File: config.mk
export PLATFORM = sky130hd
export DESIGN_NAME = prbs_run_ctrl
export DESIGN_NICKNAME = d
export VERILOG_FILES = /design/src/rtl/prbs_run_ctrl.sv
export SDC_FILE = /design/constraint.sdc
export NUM_CORES = 1
export LEC_CHECK = 0
export ABC_AREA = 1
export BUFFER_PORTS_ARGS = -buffer_cell sky130_fd_sc_hd__buf_2
export CORE_MARGIN = 2
export CORE_UTILIZATION = 57
export CTS_CLUSTER_SIZE = 24
export DETAILED_ROUTE_END_ITERATION = 10
export HOLD_SLACK_MARGIN = 0.15
export MAX_ROUTING_LAYER = met4
export PLACE_DENSITY = 0.93
export REMOVE_ABC_BUFFERS = 1
export SLEW_MARGIN = 30
export SYNTH_ARGS = -nofsm -noshare
export SYNTH_HDL_FRONTEND = slang
export SYNTH_SLANG_ARGS = --single-unit
File: constraint.sdc
create_clock -name clk -period 4.7 [get_ports clk]
set_input_delay 0.235 -clock clk [delete_from_list [all_inputs] [get_ports clk]]
set_output_delay 0.235 -clock clk [all_outputs]
set_load 0.01 [all_outputs]
File: src/rtl/prbs_run_ctrl.sv
// ----------------------------------------------------------------------------
// prbs_run_ctrl
//   Sequences one PRBS test run: holds the generator in reset for ARM_CYCLES,
//   lets it free-run for cfg_run_len byte cycles with the detector enabled,
//   then optionally waits up to cfg_timeout cycles for a late detector hit.
//   The result is reported with a one-cycle done pulse and a pass flag.
//
// Ports
//   clk, rst_n               clock, asynchronous active-low reset
//   start                    run request (accepted only in IDLE, abort low)
//   abort                    cancel the run from any busy state
//   cfg_pattern/cfg_repeats  generator seed, latched on an accepted start
//   cfg_run_len              run length in generator bytes (cycles)
//   cfg_timeout              post-run detection window in cycles
//   det_found                detector hit, one cycle per hit
//   gen_rst_n                active-low generator reset
//   gen_pattern/gen_repeats  latched generator seed
//   det_en                   detector enable
//   busy                     high in every state except IDLE
//   done                     one-cycle run-complete pulse
//   pass                     run result, valid from done until next start
//   byte_cnt                 bytes elapsed in the current or last run
// ----------------------------------------------------------------------------
module prbs_run_ctrl #(
    parameter int unsigned ARM_CYCLES = 2
) (
    input  logic        clk,
    input  logic        rst_n,
    input  logic        start,
    input  logic        abort,
    input  logic [31:0] cfg_pattern,
    input  logic [7:0]  cfg_repeats,
    input  logic [15:0] cfg_run_len,
    input  logic [7:0]  cfg_timeout,
    input  logic        det_found,
    output logic        gen_rst_n,
    output logic [31:0] gen_pattern,
    output logic [7:0]  gen_repeats,
    output logic        det_en,
    output logic        busy,
    output logic        done,
    output logic        pass,
    output logic [15:0] byte_cnt
);

    localparam logic [2:0] S_IDLE = 3'd0;
    localparam logic [2:0] S_ARM  = 3'd1;
    localparam logic [2:0] S_RUN  = 3'd2;
    localparam logic [2:0] S_WAIT = 3'd3;
    localparam logic [2:0] S_DONE = 3'd4;

    localparam logic [3:0] ARM_LAST = 4'(ARM_CYCLES - 1);

    logic [2:0]  state;
    logic [2:0]  state_nxt;
    logic [3:0]  arm_cnt;
    logic [7:0]  tmo_cnt;
    logic [15:0] run_len_q;
    logic [7:0]  timeout_q;
    logic [15:0] byte_cnt_inc;
    logic        accept;
    logic        run_last;

    assign accept       = (state == S_IDLE) && start && !abort;
    assign byte_cnt_inc = byte_cnt + 16'd1;
    // Last RUN cycle: the increment on this edge reaches the run length.
    assign run_last     = (byte_cnt_inc == run_len_q);

    always_comb begin
        state_nxt = state;
        case (state)
            S_IDLE: begin
                if (accept) begin
                    state_nxt = (cfg_run_len == 16'd0) ? S_DONE : S_ARM;
                end
            end
            S_ARM: begin
                if (abort) begin
                    state_nxt = S_IDLE;
                end else if (arm_cnt == ARM_LAST) begin
                    state_nxt = S_RUN;
                end
            end
            S_RUN: begin
                if (abort) begin
                    state_nxt = S_IDLE;
                end else if (run_last) begin
                    // A hit on the final byte cycle still counts.
                    state_nxt = (pass || det_found) ? S_DONE : S_WAIT;
                end
            end
            S_WAIT: begin
                if (abort) begin
                    state_nxt = S_IDLE;
                end else if (det_found || (tmo_cnt == timeout_q)) begin
                    state_nxt = S_DONE;
                end
            end
            S_DONE: begin
                state_nxt = S_IDLE;
            end
            default: begin
                state_nxt = S_IDLE;
            end
        endcase
    end

    // Outputs are decoded from the next state so they are true flops that
    // line up with the state register.
    always_ff @(posedge clk or negedge rst_n) begin
        if (!rst_n) begin
            state       <= S_IDLE;
            arm_cnt     <= '0;
            tmo_cnt     <= '0;
            run_len_q   <= '0;
            timeout_q   <= '0;
            gen_rst_n   <= 1'b0;
            gen_pattern <= '0;
            gen_repeats <= '0;
            det_en      <= 1'b0;
            busy        <= 1'b0;
            done        <= 1'b0;
            pass        <= 1'b0;
            byte_cnt    <= '0;
        end else begin
            state     <= state_nxt;
            gen_rst_n <= (state_nxt == S_RUN) || (state_nxt == S_WAIT);
            det_en    <= (state_nxt == S_RUN) || (state_nxt == S_WAIT);
            busy      <= (state_nxt != S_IDLE);
            done      <= (state_nxt == S_DONE);

            arm_cnt <= ((state == S_ARM) && (state_nxt == S_ARM)) ? arm_cnt + 4'd1 : '0;
            tmo_cnt <= ((state == S_WAIT) && (state_nxt == S_WAIT)) ? tmo_cnt + 8'd1 : '0;

            if (accept) begin
                gen_pattern <= cfg_pattern;
                gen_repeats <= cfg_repeats;
                run_len_q   <= cfg_run_len;
                timeout_q   <= cfg_timeout;
                byte_cnt    <= '0;
                pass        <= 1'b0;
            end else begin
                if ((state == S_RUN) && !abort) begin
                    byte_cnt <= byte_cnt_inc;
                end
                if (abort && (state != S_IDLE)) begin
                    pass <= 1'b0;
                end else if (((state == S_RUN) || (state == S_WAIT)) && det_found) begin
                    pass <= 1'b1;
                end
            end
        end
    end

endmodule

# Yosys cells after proc, flatten, opt, wreduce, memory -nomap -nowiden
# Cells that the tools add are included.
[classes]
reduce_logical = 18
eq_ne = 10
n_mux = 17
addsub = 3
[op_table]
columns = ["cell", "count"]
rows = [
  ["16-bit 2-to-1 mux", 2],
  ["3-bit 2-to-1 mux", 9],
  ["16-bit by 1-bit adder with 16-bit output (second input constant)", 1],
  ["16-bit == test", 1],
  ["16-bit logical NOT", 1],
  ["3-bit by 2-bit == test with 1-bit output (second input constant)", 4],
  ["3-bit one-hot mux with 4 select lines", 1],
  ["3-bit nonzero test", 3],
  ["8-bit by 1-bit adder with 8-bit output (second input constant)", 1],
  ["8-bit == test", 1],
  ["8-bit 2-to-1 mux", 1],
  ["1-bit logical AND", 7],
  ["3-bit by 1-bit == test with 1-bit output (second input constant)", 2],
  ["4-bit by 1-bit adder with 4-bit output (second input constant)", 1],
  ["4-bit by 1-bit == test with 1-bit output (second input constant)", 1],
  ["1-bit logical OR", 4],
  ["4-bit 2-to-1 mux", 1],
  ["3-bit == test (second input constant)", 1],
  ["3-bit logical NOT", 1],
  ["1-bit 2-to-1 mux", 3],
  ["2-bit nonzero test", 1],
  ["1-bit logical NOT", 1],
]
[totals]
regBits = 99
wordCells = 60
in_bits = 69
out_inout_bits = 61

# Logic depth before layout (Yosys ltp)
# Gate-level depths: netlist (run 1).
[depth]
depth_word = 8
depth_mapped = 18
mapped_depth_nobuf = 17

# Worst setup path before layout (run 1)
# No wires, ideal clock.
[synth_path]
path_type = "reg-to-reg"
start = "reg byte_cnt[0]"
end = "reg busy"
t_arrival_ns = 1.861
required_ns = 4.581
path_slack_ns = 2.720
setup_time_ns = 0.119
path_stages_with_launch = 16
period_less_slack_ns = 1.980
path_buffers = 1
path_cell_list = "dfrtp_1 > ha_1 > nand2_2 > nor2_4 > buf_6 > nand4_1 > nand3_1 > nand2_1 > nor2_1 > nand2_1 > nor2_2 > nand3_2 > nand2_2 > nand3_2 > nor2_1 > nand2_1"
[synth_via]
elab_chain_cells = 6
[synth_rtl]
columns = ["element", "line", "rtl"]
rows = [
  ["from (decl)", "43", "output logic [15:0] byte_cnt"],
  ["from (signal assigned)", "144", "byte_cnt <= byte_cnt_inc;"],
  ["16-bit by 1-bit adder with 16-bit output", "65", "assign byte_cnt_inc = byte_cnt + 16'd1;"],
  ["16-bit == test", "67", "assign run_last = (byte_cnt_inc == run_len_q);"],
  ["3-bit 2-to-1 mux", "87", "end else if (run_last) begin"],
  ["3-bit 2-to-1 mux", "85", "if (abort) begin"],
  ["3-bit one-hot mux with 4 select lines", "71", "case (state)"],
  ["named net state_nxt[1]", "55", "logic [2:0] state_nxt;"],
  ["3-bit nonzero test", "129", "busy <= (state_nxt != S_IDLE);"],
  ["to (signal assigned)", "129", ""],
  ["to (decl)", "40", "output logic busy,"],
]
# The timed path passes the listed nets, and every way through them passes these cells.
# A chain may end at the register's enable or synchronous reset.

# Worst setup path after layout (run 1)
[layout_path]
start = "in abort"
end = "reg pass"
[layout_via]
elab_chain_cells = 3
elab_cells_between_ends = 6
classes_between = "mux (2); reduce/logical (4)"
[layout_rtl]
columns = ["element", "line", "rtl"]
rows = [
  ["from (decl)", "30", "input logic abort,"],
  ["1-bit logical AND or 1-bit logical NOT (tied branches)", "146, 64", ""],
  ["1-bit 2-to-1 mux or 1-bit logical AND (tied branches)", "146, 64", ""],
  ["1-bit 2-to-1 mux or 3-bit nonzero test (tied branches)", "--", ""],
  ["to (signal assigned)", "141", "pass <= 1'b0;"],
  ["to (signal assigned)", "147", "pass <= 1'b0;"],
  ["to (signal assigned)", "149", "pass <= 1'b1;"],
  ["to (decl)", "42", "output logic pass,"],
]
# Parallel ways exist; a longest one is shown, timed or not.

==> results.cfg, run 1 <==
[routing]
wl_um = 15410
first_iter_violations = 394
drc = 0
ant_nets = 0
wl_met2_um = 7893
routedWlPerCell_um = 16.57
wl_met3_um = 1224
num_vias = 5227
vias_per_cell = 5.620
first_pass_iters = 5
wl_met1_um = 5547
top_layer = met4

[global_route]
grt_pass1_wl_um = 25040
grt_overflow = 0
first_global_vias = 5297
grt_antenna_before_repair = 0
grt_util_all_layers_pct = 34.08
grt_max_degree = 69

[layout]
diodes = 0
layout_common_cells = 263 x nand2_1, 128 x buf_2, 99 x dfrtp_1
drive_above_1_share_pct = 21.58
area_growth_pct = 30.55
fin_nets = 893
final_common_cell = nand2_1
final_area_sq_um = 6426

[worst_setup_path]
cp_slowest_stage_delay_ps = 860
cp-end-kind = flip-flop
path_delay_family = buffers and inverters
path_max_fanout = 65
start_kind = input pin
path_cells = dlygate4sd3_1 > buf_2 > inv_1 > nand3_2 > clkinv_2 > a211oi_1
cp.required_ps = 4950
path_buf_inv = 4
arrival_ps = 2840
cpMaxStageDelayCell = clkinv_2
crit_type = input pin to flip-flop

[floorplan]
die_area_sq_um = 9394
rows = 33
die_y_um = 96.93
die_w_um = 96.93
core_area_sq_um = 8299
start_util_pct = 59.31
io_pins = 130

[min_path]
hold_class = input pin to flip-flop

[timing]
rsz0062_at_grt = false
tightestPinTransition_ps = 851.7
maxSlewViolCount = 0
clock_skew_ps = 10.16
final.setup.worst_slack_ps = 2108
hold_violations = 0
holdWs_ps = 160.4
min_period_over_period_pct = 55.14
fin_setup_tns_ps = 0
period_needed_ps = 2592
clock.fmax_mhz = 385.9
maxSlewHeadroom_pct = 43.16
setup_viol = 0

[cts]
cts_tree = yes
ctsResizeCount = 0
root_buffer = clkbuf_8
cts.clk_slew.worst_paths_ps = 110
clock_path_buffers = 2
insertion_delay_ps = 370
htreeDepth = 3
clock_sinks = 99
numCtsBuffers = 9

[placement]
dpl_cell_area_sq_um = 5625
port_buffers = 129
place_congestion = 0.8986
dp_slack_ps = 2232
hpwl_um = 8936

[power_and_ir_drop]
powerDensity_nw_per_um2 = 350.6
p_leak_nw = 3.509
ir_worst_vdd_uv = 283.3
power.total_mw = 2.253

[synth]
yosysWarnings = 0
synth_top_family_by_area = simple AND/OR/NAND/NOR gates
synthesis.area_sq_um = 4922
synth_seq_cells = 99
synth.area.top_cells = dfrtp_1 50%, nand2_1 20%, nand3_1 5.3%
seq_area_frac_synth_pct = 50.33
yosysTopAreaCellShare_pct = 50.33
synth_xor_area_share_pct = 1.957
avgSynthCellArea_sq_um = 7.727
ys_types = 33
syn_inst = 637
synth-simple-area-share_pct = 35.92
yosys.area.top_type = dfrtp_1
synthMuxAreaShare_pct = 0
synthAdderAreaFrac_pct = 1.017
synth_compound_area_share_pct = 4.321

[job]
maxCapViolCount = 0

[status]
status = finished, final reports clean
where the power goes:
part | internal, mW | total, mW | switching (mW)
logic | 0.239 | 0.589 | 0.351
registers | 1.00 | 1.11 | 0.115
clock network | 0.208 | 0.549 | 0.341
total | 1.45 | 2.25 | 0.806
state kept, by name, indices dropped and copies added (netlist names):
name,count
gen_pattern,32
byte_cnt,16
run_len_q,16
gen_repeats,8
timeout_q,8
tmo_cnt,8
arm_cnt,4
state,3
busy,1
det_en,1
done,1
pass,1
through the flow:
stage / utilization (%) / cells
2_1_floorplan: - / 617
3_3_place_gp: 67.78 / 853
3_5_place_dp: 67.78 / 853
4_1_cts: 77.42 / 930
5_1_grt: 77.43 / 930
6_report: 77.43 / 930
cell type report:
class	count	area (sq um)
inverter	59	222.7
clock buffer	9	123.9
sequential	99	2477
clock inverter	7	65.06
multi-input combinational	459	2132
timing repair buffer	192	1274
tap	105	131.4
fill	536	1873
routing by layer:
metal	up-vias	global-route usage [%]
met2	325	57.43
met1	2465	38.87
li1	2369	-
met4	0	19.61
met5	-	-
met3	68	4.986
Yosys cell counts:
library cell,number
inv_2,1
nand2_1,263
nor3b_1,2
o211a_1,1
buf_4,1
o22ai_1,8
dfrtp_1,99
nor2_4,3
buf_6,1
a21oi_1,1
clkbuf_1,17
o21ai_2,1
o21ai_0,25
nand3_1,52
a211oi_1,1
nand2_4,1
a31oi_1,1
clkbuf_8,1
nor2_2,4
nand3b_1,2
ha_1,4
nand3_2,4
and3_1,1
nor2_8,1
inv_1,58
nor4_1,1
nor2_1,37
xor2_1,7
nand4_1,13
nand2_2,13
or2_2,1
xnor2_1,4
nor3_1,8
timing repair:
action / 4_1_cts / 5_1_grt
endpoints found under the setup margin: 0 / 0
hold endpoints to repair: 91 / 0
buffers inserted: 0 / 0
hold buffers: 61 / 0
path summary, 6_finish.rpt:
path / startpoint / to / slack [ps] / depth (start not counted)
hold / removal: cfg_run_len[6] / run_len_q[6] / 160 / 3
max in group asynchronous: rst_n / tmo_cnt[4] / 3200 / 3
setup reg to reg: state[2] / pass / 2150 / 6
setup / recovery: abort / pass / 2110 / 6
hold reg to reg: gen_pattern[14] / gen_pattern[14] / 490 / 2
min in group asynchronous: rst_n / byte_cnt[5] / 330 / 2
cell families after synthesis:
family / Yosys count
compound gates: 38
xor+xnor: 11
fa+ha+maj: 4
buf+inv: 79
flops: 99
simple gates: 406
worst register-to-register path: stages (launching register included):
cell and delay (ps):
dfrtp_1 420, nor2_1 70, nand2_1 80, inv_1 50
nand3_2 460, clkinv_2 860, a211oi_1 490
No activity file was read; power rests on OpenSTA's default activity.
==> run 2, diff against run 1 <==
Settings changed: CORE_UTILIZATION 57 to 53, PLACE_DENSITY 0.93 to 0.88.
Clock period 4.7 ns to 2.7 ns, I/O delays scaled along.
==> results.cfg, run 2 (synthesis results as in run 1) <==
[status]
status = finished, final reports clean

[layout]
area_growth_pct = 32.51
top_register = gen_pattern
nFillCells = 650
final_area_sq_um = 6523
fin_nets = 903
drive_above_1_share_pct = 21.56
largest_register_ffs = 32
multi_input_area_sq_um = 2132
seq_area_sq_um = 2477
final_common_cell = nand2_1
layout_common_cells = 263 x nand2_1, 128 x buf_2, 99 x dfrtp_1
reg.largest.list = gen_pattern (32), byte_cnt (16), run_len_q (16)
diodes = 0

[min_path]
hold_class = input pin to asynchronous set/reset pin

[global_route]
first_global_vias = 5337
grt_overflow = 0
grt_antenna_before_repair = 0
grt_pass1_wl_um = 24030
grt_util_all_layers_pct = 31.06
grt_max_degree = 51

[power_and_ir_drop]
swShare_pct = 34.12
power.net_switching_mw = 1.306
pwr-share-comb_pct = 26.3
powerDensity_nw_per_um2 = 586.6
ir_worst_vdd_uv = 401.1
power_frac_seq_pct = 50.3
p_clk_share_pct = 23.3
p_leak_nw = 3.548
p_int_mw = 2.521

[routing]
vias_per_cell = 5.406
ant_nets = 0
first_iter_violations = 353
num_vias = 5114
first_pass_iters = 6
drc = 0
wl_um = 14250
routedWlPerCell_um = 15.07

[placement]
dpl_cell_area_sq_um = 5675
dp_slack_ps = 535.4
hpwl_um = 9274
port_buffers = 129
place_congestion = 0.9465

[worst_setup_path]
timing.rr.start = byte_cnt[0]
r2r_cells = 14
start_kind = flip-flop
cp-end-kind = flip-flop
reg2reg_slack_ps = 470
crit_type = flip-flop to flip-flop
path_max_fanout = 11
arrival_ps = 2490
cp.required_ps = 2960
r2r_end = busy

[cts]
clock_sinks = 99
numCtsBuffers = 9
cts.clk_slew.worst_paths_ps = 100
htreeDepth = 3
insertion_delay_ps = 360
clock_path_buffers = 2
ctsResizeCount = 0
cts_tree = yes
root_buffer = clkbuf_8

[timing]
hold_violations = 0
setup_viol = 0
rsz0062_at_grt = false
holdWs_ps = 310.5
period_needed_ps = 2225
maxSlewViolCount = 0
maxSlewHeadroom_pct = 59.41
fin_setup_tns_ps = 0
final.setup.worst_slack_ps = 474.5
clock.fmax_mhz = 449.3
tightestPinTransition_ps = 608.9
clock_skew_ps = 12.06
min_period_over_period_pct = 82.42

[floorplan]
die_y_um = 100.4
io_pins = 130
die_w_um = 100.4
start_util_pct = 54.04
die_area_sq_um = 10070
rows = 35
core_area_sq_um = 9109

[job]
maxCapViolCount = 0
-- run 2: cell types whose count changed in the layout (fill, tap and decap cells not counted), sizes merged --
cell,before,now
buf,131,135
dlygate4sd3,61,67
inv,64,62
clkbuf,9,11
-- run 2: timing repair --
action,in CTS,in global routing
endpoints found under the hold margin,114,0
setup buffers,0,0
hold buffers,67,0
-- run 2: through the flow --
step	total power [mW]	util, %	cells
floorplan	2.430	-	617
detailed placement	2.837	62.31	863
CTS	3.797	71.61	946
global placement	2.792	62.31	863
global route	4.043	71.61	946
finish	3.826	71.61	946
-- run 2: worst max-delay path, cell delays in order (launching register included) --
cell,delay (ps)
dfrtp_1,440
ha_1,240
nand2_2,110
nor2_4,240
nand4_1,220
nand3_1,150
nand2_1,60
nor2_1,80
nand2_1,60
nor2_2,120
nand3_2,90
nand2_2,80
nand3_2,70
nor2_1,120
nand2_1,60
-- run 2: area by class of cell --
type,instances,share of cell area (%)
Sequential cell,99,37.98
Inverter,59,3.395
Clock buffer,11,2.014
Clock inverter,5,0.6906
Tap cell,111,2.129
Multi-Input combinational cell,459,32.69
Timing Repair Buffer,202,21.10
-- run 2: how the worst max path moves through the flow --
stage / start / to / cells after the start
2_1_floorplan: state[2] / run_len_q[10] / 6
3_3_place_gp: byte_cnt[0] / busy / 14
3_5_place_dp: byte_cnt[0] / busy / 14
4_1_cts: byte_cnt[0] / busy / 14
5_1_grt: byte_cnt[0] / busy / 16
6_report: byte_cnt[0] / busy / 14
-- run 2: power groups by stage --
stage	Sequential (mW)	Combinational, mW	Clock, mW
2_1_floorplan	1.99	0.445	0
3_3_place_gp	1.92	0.867	0
3_5_place_dp	1.93	0.907	0
4_1_cts	1.91	0.980	0.907
5_1_grt	1.95	1.13	0.964
6_report	1.93	1.01	0.893
-- run 2: metal layers --
metal	global-route usage, %	vias to the layer above	routed length (um)
met4	13.91	0	403
met2	53.79	281	7352
met3	4.944	43	1177
met5	-	-	0
met1	35.57	2401	5320
li1	-	2389	-
